File: config.mk
export PLATFORM = sky130hd
export DESIGN_NAME = rc4_mem_sequencer
export DESIGN_NICKNAME = d
export VERILOG_FILES = /design/src/rtl/rc4_mem_sequencer_pkg.sv /design/src/rtl/rc4_mem_sequencer_s_mem_mux.sv /design/src/rtl/rc4_mem_sequencer.sv
export SDC_FILE = /design/constraint.sdc
export NUM_CORES = 1
export LEC_CHECK = 0
export CORE_MARGIN = 1.5
export CORE_UTILIZATION = 40
export CTS_BUF_LIST = sky130_fd_sc_hd__clkbuf_8
export DETAILED_ROUTE_END_ITERATION = 10
export PLACE_DENSITY = 0.8
export SLEW_MARGIN = 20
export SYNTH_ARGS = -nofsm -noshare
export SYNTH_HDL_FRONTEND = slang
export SYNTH_HIERARCHICAL = 1
export SYNTH_SLANG_ARGS = --single-unit
File: constraint.sdc
create_clock -name clk -period 3 [get_ports clk]
set_clock_uncertainty 0.05 [all_clocks]
set_input_delay 0.45 -clock clk [delete_from_list [all_inputs] [get_ports clk]]
set_output_delay 0.45 -clock clk [all_outputs]
set_load 0.01 [all_outputs]
File: src/rtl/rc4_mem_sequencer_pkg.sv
// Shared types for the RC4 memory sequencer: FSM state enum and S-memory owner codes.
package rc4_mem_sequencer_pkg;

  typedef enum logic [3:0] {
    IDLE,
    INIT_START,
    INIT_RUN,
    SHUF_START,
    SHUF_RUN,
    DEC_START,
    DEC_RUN,
    DONE,
    ERROR
  } seq_state_t;

  localparam logic [1:0] SEL_IDLE    = 2'b00;
  localparam logic [1:0] SEL_SHUFFLE = 2'b01;
  localparam logic [1:0] SEL_INIT    = 2'b10;
  localparam logic [1:0] SEL_DECRYPT = 2'b11;

  function automatic logic [1:0] sel_for_state(input seq_state_t st);
    case (st)
      INIT_START, INIT_RUN: return SEL_INIT;
      SHUF_START, SHUF_RUN: return SEL_SHUFFLE;
      DEC_START, DEC_RUN:   return SEL_DECRYPT;
      default:              return SEL_IDLE;
    endcase
  endfunction

  function automatic logic is_busy(input seq_state_t st);
    return !(st inside {IDLE, DONE, ERROR});
  endfunction

endpackage

File: src/rtl/rc4_mem_sequencer_s_mem_mux.sv
// S-memory port mux: forwards the bus of the client that currently owns the memory.
module s_mem_mux
  import rc4_mem_sequencer_pkg::*;
(
  input  logic [1:0] mem_sel,
  input  logic [7:0] init_addr,
  input  logic [7:0] init_data,
  input  logic       init_wen,
  input  logic [7:0] shuf_addr,
  input  logic [7:0] shuf_data,
  input  logic       shuf_wen,
  input  logic [7:0] dec_addr,
  input  logic [7:0] dec_data,
  input  logic       dec_wen,
  output logic [7:0] s_addr,
  output logic [7:0] s_data,
  output logic       s_wen
);

  always_comb begin
    s_addr = '0;
    s_data = '0;
    s_wen  = 1'b0;
    case (mem_sel)
      SEL_INIT: begin
        s_addr = init_addr;
        s_data = init_data;
        s_wen  = init_wen;
      end
      SEL_SHUFFLE: begin
        s_addr = shuf_addr;
        s_data = shuf_data;
        s_wen  = shuf_wen;
      end
      SEL_DECRYPT: begin
        s_addr = dec_addr;
        s_data = dec_data;
        s_wen  = dec_wen;
      end
      default: ;
    endcase
  end

endmodule

File: src/rtl/rc4_mem_sequencer.sv
// Sequences the RC4 init, shuffle and decrypt clients over a shared S-memory,
// with per-run timeout and abort.
module rc4_mem_sequencer
  import rc4_mem_sequencer_pkg::*;
#(
  parameter int unsigned TIMEOUT_CYCLES = 8192
) (
  input  logic        clk,
  input  logic        reset,
  input  logic        start,
  input  logic        abort,
  input  logic [23:0] secret_key,
  output logic [23:0] key_out,
  output logic        init_start,
  output logic        shuf_start,
  output logic        dec_start,
  input  logic        init_done,
  input  logic        shuf_done,
  input  logic        dec_done,
  input  logic [7:0]  init_addr,
  input  logic [7:0]  shuf_addr,
  input  logic [7:0]  dec_addr,
  input  logic [7:0]  init_data,
  input  logic [7:0]  shuf_data,
  input  logic [7:0]  dec_data,
  input  logic        init_wen,
  input  logic        shuf_wen,
  input  logic        dec_wen,
  output logic [7:0]  s_addr,
  output logic [7:0]  s_data,
  output logic        s_wen,
  output logic [1:0]  mem_sel,
  output logic        busy,
  output logic        done,
  output logic        error
);

  localparam logic [15:0] RUN_LAST = 16'(TIMEOUT_CYCLES - 1);

  seq_state_t  state, state_next;
  logic [15:0] run_cnt;
  logic        armed;
  logic        client_done;
  logic        accept;
  logic        timeout;

  always_comb begin
    client_done = 1'b0;
    case (state)
      INIT_RUN: client_done = init_done;
      SHUF_RUN: client_done = shuf_done;
      DEC_RUN:  client_done = dec_done;
      default:  ;
    endcase
  end

  assign timeout = (run_cnt == RUN_LAST);

  always_comb begin
    state_next = state;
    accept     = 1'b0;
    case (state)
      IDLE, DONE, ERROR:
        if (start && !abort) begin
          state_next = INIT_START;
          accept     = 1'b1;
        end
      INIT_START: state_next = INIT_RUN;
      INIT_RUN:
        if (armed && client_done) state_next = SHUF_START;
        else if (timeout)         state_next = ERROR;
      SHUF_START: state_next = SHUF_RUN;
      SHUF_RUN:
        if (armed && client_done) state_next = DEC_START;
        else if (timeout)         state_next = ERROR;
      DEC_START: state_next = DEC_RUN;
      DEC_RUN:
        if (armed && client_done) state_next = DONE;
        else if (timeout)         state_next = ERROR;
      default: state_next = IDLE;
    endcase
    if (abort && is_busy(state)) state_next = IDLE;
  end

  // armed only after done is seen low inside the run, so a level left high
  // by the previous run (and the first run cycle) never counts as finished.
  always_ff @(posedge clk) begin
    if (reset) begin
      state   <= IDLE;
      mem_sel <= SEL_IDLE;
      key_out <= '0;
      run_cnt <= '0;
      armed   <= 1'b0;
    end else begin
      state   <= state_next;
      mem_sel <= sel_for_state(state_next);
      if (accept) key_out <= secret_key;
      if (state inside {INIT_RUN, SHUF_RUN, DEC_RUN}) begin
        run_cnt <= run_cnt + 16'd1;
        armed   <= armed | ~client_done;
      end else begin
        run_cnt <= '0;
        armed   <= 1'b0;
      end
    end
  end

  assign init_start = (state == INIT_START);
  assign shuf_start = (state == SHUF_START);
  assign dec_start  = (state == DEC_START);
  assign busy       = is_busy(state);
  assign done       = (state == DONE);
  assign error      = (state == ERROR);

  s_mem_mux u_mux (
    .mem_sel   (mem_sel),
    .init_addr (init_addr),
    .init_data (init_data),
    .init_wen  (init_wen),
    .shuf_addr (shuf_addr),
    .shuf_data (shuf_data),
    .shuf_wen  (shuf_wen),
    .dec_addr  (dec_addr),
    .dec_data  (dec_data),
    .dec_wen   (dec_wen),
    .s_addr    (s_addr),
    .s_data    (s_data),
    .s_wen     (s_wen)
  );

endmodule

==> results of run 1 <==
==> logic make-up (layout without fill, tap and decap cells) <==
group / after synthesis / count (layout)
mux: 18 / 18
xor+xnor: 14 / 14
fa+ha+maj: 1 / 1
flops: 47 / 47
buf+inv: 22 / 144
simple gates: 127 / 127
compound gates: 59 / 59
==> registers in the layout, indices dropped and copies added, names as in the netlist <==
register / count
key_out: 24
run_cnt: 16
state: 4
mem_sel: 2
armed: 1
==> routing by layer <==
metal  GRT usage [%]  part of all wire [%]
met3            5.84                   9.9
met2            39.1                    51
met4            7.07                   1.6
met5               0                     0
met1            20.5                    38
==> critical path: cells and delay by family, from the launching register on <==
family / cells / cell delay, ns
buffers and inverters: 2 / 0.68
AOI/OAI and AO/OA: 1 / 0.22
DFF: 1 / 0.64
muxes: 1 / 0.33
==> where the power goes <==
group,leakage (nW),switching [W],internal (W)
Combinational,0.930,0.000106,0.000205
Sequential,0.382,0.0000237,0.000644
Clock,0.0612,0.000206,0.000270
Total,1.37,0.000335,0.00112
==> area by class of cell <==
| type | instances | share of cell area (%) |
|---|---|---|
| Tap cell | 75 | 2.43 |
| Clock inverter | 2 | 0.909 |
| Timing Repair Buffer | 134 | 34.8 |
| Multi-Input combinational cell | 219 | 35.1 |
| Clock buffer | 6 | 2.14 |
| Sequential cell | 47 | 24.4 |
| Inverter | 2 | 0.195 |
==> per-stage QoR <==
step / setup WS (ns) / area [µm²]
CTS: 0.312 / 3860
global route: 0.226 / 3860
floorplan: 0.908 / 2430
global placement: 0.582 / 3740
finish: 0.325 / 3860
detailed placement: 0.520 / 3740
==> cells in the final DEF, fill, tap and decap left out, types with 2 or more instances in the layout <==
| cell type | count |
|---|---|
| nand4_1 | 5 |
| nor3_1 | 4 |
| o21ai_1 | 3 |
| or3_1 | 2 |
| mux2_2 | 7 |
| nand2b_1 | 3 |
| a22o_1 | 17 |
| dfxtp_1 | 47 |
| xnor2_1 | 3 |
| nor2b_1 | 3 |
| o21ai_0 | 2 |
| buf_4 | 3 |
| and2_1 | 2 |
| mux2_4 | 10 |
| clkbuf_8 | 6 |
| a211oi_1 | 2 |
| xor2_1 | 11 |
| and3_1 | 4 |
| nor2_1 | 31 |
| a21oi_1 | 27 |
| nand2_1 | 60 |
| clkdlybuf4s50_1 | 130 |
| nand4bb_1 | 2 |
| a31oi_1 | 2 |
| nand3_1 | 4 |
==> final timing paths <==
kind                            cells past startpoint  slack (ns)       start    endpoint
worst min-delay path                                2        0.41  key_out[5]  key_out[5]
worst min register to register                      2        0.41  key_out[5]  key_out[5]
worst max-delay path                                4        0.32  mem_sel[0]   s_data[6]
worst max register to register                      7        0.67  run_cnt[0]  mem_sel[0]
==> impl_metrics.sql, run 1 <==
INSERT INTO impl_metrics (metric_group, metric, value, unit) VALUES
('die', 'ios', '131', ''),
('critical_path', 'cp.required', '2.50', 'ns'),
('cells_and_area', 'final_net_count', '492', ''),
('clock_tree', 'cts_made_buffers', '5', ''),
('sta', 'post-route-min-period', '2.68', 'ns'),
('sta', 'finalSetupViolations', '0', ''),
('cells_and_area', 'fillers', '514', ''),
('yosys', 'synth-edff-count', '0', ''),
('cells_and_area', 'area_delta_synth_final', '58.6', '%'),
('sta', 'whs', '0.408', 'ns'),
('grt', 'grt_use_total', '20.3', '%'),
('die', 'start_util', '41.3', '%'),
('grt', 'global_route_wire_length_before_repair', '10400', 'µm'),
('run_status', 'run_status', 'completed', ''),
('critical_path', 'cp-end-kind', 'output pin', ''),
('yosys', 'synthTopCellsByCount', '60 x nand2_1, 47 x dfxtp_1, 31 x nor2_1', ''),
('yosys', 'ys.flop_type', 'dfxtp_1', ''),
('sta', 'final-max-slew-violation-count', '0', ''),
('die', 'die_y', '81.0', 'µm'),
('die', 'die_width', '81.0', 'µm'),
('critical_path', 'crit_path_top_delay_cell', 'dfxtp_1', ''),
('cells_and_area', 'final_layout_size_suffix_gt1_share', '8.05', '%'),
('sta', 'max_slew_margin', '52.9', '%'),
('grt', 'antenna_found_initial', '0', ''),
('grt', 'grt_max_degree', '28', ''),
('yosys', 'synthSimpleGateAreaFrac', '24.0', '%'),
('clock_tree', 'postCtsSetupRepairBufs', '0', ''),
('sta', 'grt_setup_unrepaired', 'no', ''),
('yosys', 'yosysMostFrequentCell', 'nand2_1', ''),
('yosys', 'yosys.area_share.xor_xnor', '5.04', '%'),
('critical_path', 'crit_path_cell_trace', 'buf_12 > mux2_2 > a22o_1 > clkdlybuf4s50_1', ''),
('yosys', 'synthArstFlopShare', '0', '%'),
('yosys', 'synth_area', '2430', 'µm²'),
('drt', 'wl', '6760', 'µm'),
('yosys', 'postSynthNetCount', '371', ''),
('sta', 'timing.setup.tns', '0', 'ns'),
('yosys', 'postSynthCellCount', '288', ''),
('pwr', 'total_power', '0.00145', 'W'),
('sta', 'clock.fmax', '374', 'MHz'),
('min_path', 'kind_of_path_behind_the_tightest_hold_check', 'reg2reg', ''),
('yosys', 'synth_sequential_area_ratio', '38.7', '%'),
('sta', 'finalCritPeriodShare', '89.2', '%'),
('drt', 'wire_per_inst', '13.9', 'µm'),
('critical_path', 'worstPathMaxFanout', '12', ''),
('drt', 'ant_nets', '0', ''),
('clock_tree', 'cts_tree', 'yes', ''),
('cells_and_area', 'final_cell_count_no_fill', '485', ''),
('die', 'placementRows', '28', ''),
('critical_path', 'worst_ep_arrival_time', '2.18', 'ns'),
('critical_path', 'critical-path-max-stage-delay', '0.64', 'ns'),
('cells_and_area', 'finish.utilization', '65.5', '%'),
('die', 'die_area', '6550', 'µm²'),
('cells_and_area', 'multi_input_comb_area', '1350', 'µm²'),
('drt', 'drc_errors', '0', ''),
('yosys', 'ys_types', '44', ''),
('yosys', 'synth-compound-area-share', '16.3', '%'),
('clock_tree', 'cts.repair.resized', '0', ''),
('yosys', 'synthDominantCellAreaShare', '38.7', '%'),
('place', 'placement.io_buffers', '130', ''),
('yosys', 'synth_mux_area_share', '9.83', '%'),
('drt', 'num_vias', '2521', ''),
('place', 'place_inst', '477', ''),
('grt', 'overflow', '0', ''),
('yosys', 'avgSynthCellArea', '8.44', 'µm²'),
('place', 'hpwlAfterDp', '5130', 'µm'),
('pwr', 'vdd.ir_drop.worst', '0.000305', 'V'),
('yosys', 'synth_top_area_cell', 'dfxtp_1', ''),
('critical_path', 'critPathKind', 'reg2out', ''),
('drt', 'vias_per_cell', '5.20', ''),
('drt', 'drt-initial-drc-count', '123', ''),
('cells_and_area', 'antenna_cells_inserted', '0', '');
No activity file was read; power rests on OpenSTA's default activity.
==> inputs of run 2 (changes only) <==
Settings changed: CORE_UTILIZATION 40 to 45, DONT_BUFFER_PORTS set to 1, PLACE_DENSITY 0.8 to 0.58.
==> impl_metrics.sql, run 2 (same netlist as run 1, synthesis figures left out) <==
INSERT INTO impl_metrics (metric_group, metric, value, unit) VALUES
('die', 'coreArea', '5170', 'µm²'),
('sta', 'timing.setup.tns', '0', 'ns'),
('clock_tree', 'cts_made_buffers', '5', ''),
('die', 'die_width', '76.5', 'µm'),
('clock_tree', 'cts.hold.buffers_added', '0', ''),
('grt', 'global_route_wire_length_before_repair', '7940', 'µm'),
('place', 'hpwlAfterDp', '3580', 'µm'),
('critical_path', 'worstSetupStartpointType', 'flip-flop', ''),
('drt', 'vias_per_cell', '5.44', ''),
('critical_path', 'critPathKind', 'reg2out', ''),
('die', 'start_util', '47.0', '%'),
('cells_and_area', 'biggestRegsByFlops', 'key_out x24, run_cnt x16, state x4', ''),
('run_status', 'run_status', 'completed', ''),
('pwr', 'p_per_area', '489', 'nW/µm²'),
('critical_path', 'crit_path_top_delay_cell', 'dfxtp_1', ''),
('cells_and_area', 'final_common_cell', 'nand2_1', ''),
('grt', 'number_of_global_route_vias_before_repair', '1841', ''),
('cells_and_area', 'area_delta_synth_final', '3.40', '%'),
('drt', 'drt-initial-drc-count', '48', ''),
('grt', 'grt_use_total', '16.5', '%'),
('drt', 'wire_per_inst', '14.3', 'µm'),
('min_path', 'min-delay-start', 'reset', ''),
('place', 'placement.io_buffers', '0', ''),
('pwr', 'total_power', '0.00123', 'W'),
('clock_tree', 'tritoncts_num_sinks', '47', ''),
('sta', 'hold_viol', '0', ''),
('die', 'die_y', '76.5', 'µm'),
('cells_and_area', 'final_layout_size_suffix_gt1_share', '10.8', '%'),
('drt', 'num_vias', '1894', ''),
('clock_tree', 'clock_tree.buffer_depth', '2', ''),
('sta', 'max_slew_margin', '49.9', '%'),
('clock_tree', 'worst_skew_pair.late_latency', '0.29', 'ns'),
('critical_path', 'ff2ff_setup_slack', '0.77', 'ns'),
('cells_and_area', 'antenna_cells_inserted', '0', ''),
('sta', 'post-route-min-period', '2.25', 'ns'),
('cells_and_area', 'largest_register_by_flop_count', 'key_out', ''),
('clock_tree', 'cts_tree', 'yes', ''),
('place', 'globalplace.congestion', '0.821', ''),
('sta', 'final-max-slew-violation-count', '0', ''),
('cells_and_area', 'number_of_flip_flops_in_the_largest_register', '24', ''),
('critical_path', 'worstRegToRegCells', '7', ''),
('sta', 'finalSetupViolations', '0', ''),
('die', 'die_area', '5850', 'µm²'),
('drt', 'drc_errors', '0', ''),
('sta', 'finalCritPeriodShare', '74.9', '%'),
('critical_path', 'timing.rr.start', 'run_cnt[0]', ''),
('pwr', 'vdd.ir_drop.worst', '0.000268', 'V'),
('flow_run', 'cap_violations', '0', ''),
('sta', 'grt_setup_unrepaired', 'no', ''),
('critical_path', 'cp-end-kind', 'output pin', ''),
('clock_tree', 'clock_transition_at_the_registers_of_the_reported_paths', '0.08', 'ns'),
('drt', 'wl', '4980', 'µm'),
('critical_path', 'worst_ep_arrival_time', '1.75', 'ns'),
('die', 'ios', '131', ''),
('critical_path', 'critical-path-max-stage-delay', '0.61', 'ns'),
('clock_tree', 'cts-htree-levels', '2', ''),
('clock_tree', 'cts.repair.resized', '0', ''),
('critical_path', 'crit_path_cell_trace', 'buf_4 > mux2_4 > a22o_1', ''),
('sta', 'timing_worst_slew_pin_value', '0.750', 'ns'),
('grt', 'overflow', '0', ''),
('cells_and_area', 'final_net_count', '361', ''),
('grt', 'grt_max_degree', '29', ''),
('pwr', 'power_leakage', '0.873', 'nW'),
('drt', 'first_pass_drt_iterations', '4', ''),
('min_path', 'kind_of_path_behind_the_tightest_hold_check', 'in2reg', ''),
('clock_tree', 'cts_root_buffer', 'clkbuf_8', ''),
('cells_and_area', 'most-common-layout-cells', '60 x nand2_1, 47 x dfxtp_1, 31 x nor2_1', ''),
('min_path', 'min_path_cells', '1', ''),
('drt', 'ant_nets', '0', ''),
('critical_path', 'reg2reg_to', 'mem_sel[0]', ''),
('min_path', 'hold_worst_path_end', 'key_out[18]', ''),
('sta', 'clock.fmax', '445', 'MHz'),
('clock_tree', 'postCtsSetupRepairBufs', '0', ''),
('die', 'placementRows', '26', ''),
('critical_path', 'cp.required', '2.50', 'ns'),
('grt', 'antenna_found_initial', '0', ''),
('critical_path', 'worstPathMaxFanout', '10', '');
==> run 2: changes by cell type in the layout (fill, tap and decap cells not counted) <==
cell,previous run,this run
buf_12,1,0
clkdlybuf4s50_1,130,0
clkinv_2,1,0
clkbuf_8,6,5
inv_1,1,2
==> run 2: where the power goes <==
group	total (W)	internal (W)	switching (W)
Clock	0.000436	0.000241	0.000195
Sequential	0.000677	0.000644	0.0000333
Combinational	0.000117	0.0000550	0.0000617
Total	0.00123	0.000940	0.000290
==> run 2: final cells by class <==
class                   instances  area, µm²
fillers                       535       2660
multi-input cells             219       1350
flip-flops and latches         47        941
well taps                      70       87.6
clock buffers                   5       68.8
clock inverters                 2       33.8
repair buffers                  3       22.5
inverters                       2       7.51
==> run 2: worst max-delay path by stage <==
stage,start,to,slack (ns),depth (start not counted)
floorplan,state[3],mem_sel[0],0.91,7
global placement,state[3],mem_sel[0],0.84,6
detailed placement,run_cnt[0],mem_sel[0],0.78,7
CTS,mem_sel[0],s_addr[6],0.74,3
global route,run_cnt[0],mem_sel[0],0.50,7
finish,mem_sel[0],s_addr[6],0.75,3
==> run 2: stage by stage <==
step                      area (µm²)  worst slack (ns)  utilization [%]  hold WS, ns  std cells
after detailed placement        2410             0.784             46.6        0.423        341
after global routing            2510             0.499             48.6        0.154        348
after CTS                       2510             0.741             48.6        0.159        348
after floorplan                 2430             0.908                -        0.404        288
final                           2510             0.753             48.6        0.167        348
after global placement          2410             0.842             46.6        0.423        341
==> run 2: critical path: cells and delay by family (launching register included) <==
family                 cells  cell delay [ns]
multiplexers               1             0.31
AO/OA/AOI/OAI              1             0.22
buffers and inverters      1             0.31
flip-flops                 1             0.61
==> run 2: layer usage <==
layer / vias to the layer above / global-route usage [%] / wire length [µm]
li1: 969 / - / -
met2: 69 / 29.5 / 2480
met3: 5 / 5.03 / 324
met5: - / 0 / 0
met1: 851 / 18.6 / 2140
met4: 0 / 5.37 / 34
==> inputs of run 3 (changes only) <==
Clock period 3 ns to 2.15 ns, I/O delays scaled along.
==> impl_metrics.sql, run 3 (same netlist as run 1, synthesis figures left out) <==
INSERT INTO impl_metrics (metric_group, metric, value, unit) VALUES
('drt', 'wl', '5050', 'µm'),
('die', 'ios', '131', ''),
('grt', 'grt_max_degree', '29', ''),
('cells_and_area', 'area_delta_synth_final', '8.54', '%'),
('drt', 'first_pass_drt_iterations', '6', ''),
('drt', 'num_vias', '1936', ''),
('drt', 'vias_per_cell', '5.33', ''),
('sta', 'finalSetupViolations', '0', ''),
('cells_and_area', 'layout.cell_area.non_filler', '2640', 'µm²'),
('clock_tree', 'cts_root_buffer', 'clkbuf_8', ''),
('flow_run', 'cap_violations', '0', ''),
('cells_and_area', 'number_of_flip_flops_in_the_largest_register', '24', ''),
('critical_path', 'timing.rr.start', 'state[3]', ''),
('place', 'detailedPlace.worstSlack', '0.0729', 'ns'),
('drt', 'drc_errors', '0', ''),
('grt', 'global_route_wire_length_before_repair', '8180', 'µm'),
('sta', 'timing_worst_slew_pin_value', '0.561', 'ns'),
('critical_path', 'cp.required', '2.32', 'ns'),
('cells_and_area', 'final_cell_count_no_fill', '363', ''),
('clock_tree', 'cts_tree', 'yes', ''),
('grt', 'grt.met2_usage', '30.1', '%'),
('pwr', 'vdd.ir_drop.worst', '0.000542', 'V'),
('cells_and_area', 'antenna_cells_inserted', '0', ''),
('die', 'start_util', '47.0', '%'),
('place', 'globalplace.congestion', '0.899', ''),
('min_path', 'kind_of_path_behind_the_tightest_hold_check', 'in2reg', ''),
('die', 'die_width', '76.5', 'µm'),
('sta', 'timing.setup.tns', '0', 'ns'),
('die', 'die_area', '5850', 'µm²'),
('place', 'hpwlAfterDp', '3800', 'µm'),
('drt', 'drt-initial-drc-count', '68', ''),
('critical_path', 'cp-end-kind', 'flip-flop', ''),
('sta', 'max_slew_margin', '62.6', '%'),
('clock_tree', 'clock_tree.buffer_depth', '2', ''),
('clock_tree', 'clock_transition_at_the_registers_of_the_reported_paths', '0.09', 'ns'),
('cells_and_area', 'final_common_cell', 'nand2_1', ''),
('sta', 'final-max-slew-violation-count', '0', ''),
('clock_tree', 'tritoncts_num_sinks', '47', ''),
('critical_path', 'critical_path_buf_inv_count', '0', ''),
('critical_path', 'crit_path_top_delay_cell', 'or4_1', ''),
('place', 'place_inst', '355', ''),
('critical_path', 'startpoint', 'state[3]', ''),
('cells_and_area', 'final_layout_size_suffix_gt1_share', '16.7', '%'),
('cells_and_area', 'largest_register_by_flop_count', 'key_out', ''),
('grt', 'grt_util_met3', '4.55', '%'),
('sta', 'finalCritPeriodShare', '96.2', '%'),
('sta', 'hold_viol', '0', ''),
('grt', 'grt-busiest-layer', 'met2', ''),
('min_path', 'min-delay-start', 'reset', ''),
('grt', 'globalRouteMet1Util', '19.8', '%'),
('pwr', 'power_leakage', '0.947', 'nW'),
('sta', 'setup_slack', '0.0809', 'ns'),
('place', 'placement.io_buffers', '0', ''),
('sta', 'grt_setup_unrepaired', 'no', ''),
('critical_path', 'crit_family', 'simple AND/OR/NAND/NOR gates', ''),
('place', 'placed_cell_area', '2520', 'µm²'),
('cells_and_area', 'final_net_count', '375', ''),
('pwr', 'p_per_area', '676', 'nW/µm²'),
('grt', 'grt_use_total', '16.9', '%'),
('clock_tree', 'worst_skew_pair.late_latency', '0.30', 'ns'),
('grt', 'number_of_global_route_vias_before_repair', '1826', ''),
('critical_path', 'worstSetupStartpointType', 'flip-flop', ''),
('cells_and_area', 'biggestRegsByFlops', 'key_out x24, run_cnt x16, state x4', ''),
('grt', 'antenna_found_initial', '0', ''),
('sta', 'post-route-min-period', '2.07', 'ns'),
('critical_path', 'worst_ep_arrival_time', '2.24', 'ns'),
('drt', 'ant_nets', '0', ''),
('clock_tree', 'cts_made_buffers', '5', ''),
('critical_path', 'critical-path-max-stage-delay', '0.52', 'ns'),
('die', 'placementRows', '26', ''),
('cells_and_area', 'finish.utilization', '51.0', '%'),
('drt', 'wire_per_inst', '13.9', 'µm'),
('clock_tree', 'cts-htree-levels', '2', ''),
('cells_and_area', 'most-common-layout-cells', '60 x nand2_1, 45 x dfxtp_1, 31 x nor2_1', ''),
('die', 'die_y', '76.5', 'µm'),
('critical_path', 'critPathKind', 'reg2reg', ''),
('run_status', 'run_status', 'completed', ''),
('critical_path', 'worstPathMaxFanout', '5', ''),
('die', 'coreArea', '5170', 'µm²'),
('critical_path', 'crit_path_cell_trace', 'or3b_1 > o22ai_2 > o21ai_1 > a21o_1 > or4_1 > a211oi_2', ''),
('sta', 'clock.fmax', '483', 'MHz'),
('grt', 'overflow', '0', ''),
('clock_tree', 'cts.hold.buffers_added', '0', '');
run 3: changes by cell type in the layout (fill, tap and decap cells not counted), sizes merged:
cell	before	now
buf	3	17
clkinvlp	0	1
run 3: repair_timing:
action / in CTS / in global routing
resized for setup: 0 / 4
setup buffers: 0 / 0
endpoints found under the setup margin: 0 / 1
run 3: power by group:
part / total (W) / internal [W] / switching [W]
logic: 0.000195 / 0.0000908 / 0.000105
clock network: 0.000659 / 0.000350 / 0.000308
registers: 0.000930 / 0.000899 / 0.0000310
run 3: final timing paths:
path                 end  slack, ns  depth (start not counted)
min          key_out[18]       0.03                          1
min reg2reg  run_cnt[12]       0.44                          2
max           mem_sel[0]       0.08                          6
max reg2reg   mem_sel[0]       0.08                          6
run 3: layout make-up:
class	count	area, µm²
flip-flops and latches	47	943
fillers	516	2530
well taps	70	87.6
repair buffers	17	128
multi-input cells	219	1360
inverters	2	7.51
clock inverters	3	46.3
clock buffers	5	68.8
run 3: routing by layer:
layer / wire (µm) / vias to the layer above
met3: 300 / 7
met2: 2540 / 64
li1: - / 997
met5: 0 / -
met1: 2150 / 868
met4: 56 / 0
run 3: through the flow:
| stage | hold WS, ns | power (W) |
|---|---|---|
| global placement | 0.344 | 0.00114 |
| global route | 0.00642 | 0.00187 |
| finish | 0.0281 | 0.00178 |
| detailed placement | 0.346 | 0.00115 |
| floorplan | 0.404 | 0.00112 |
| CTS | 0.0150 | 0.00181 |
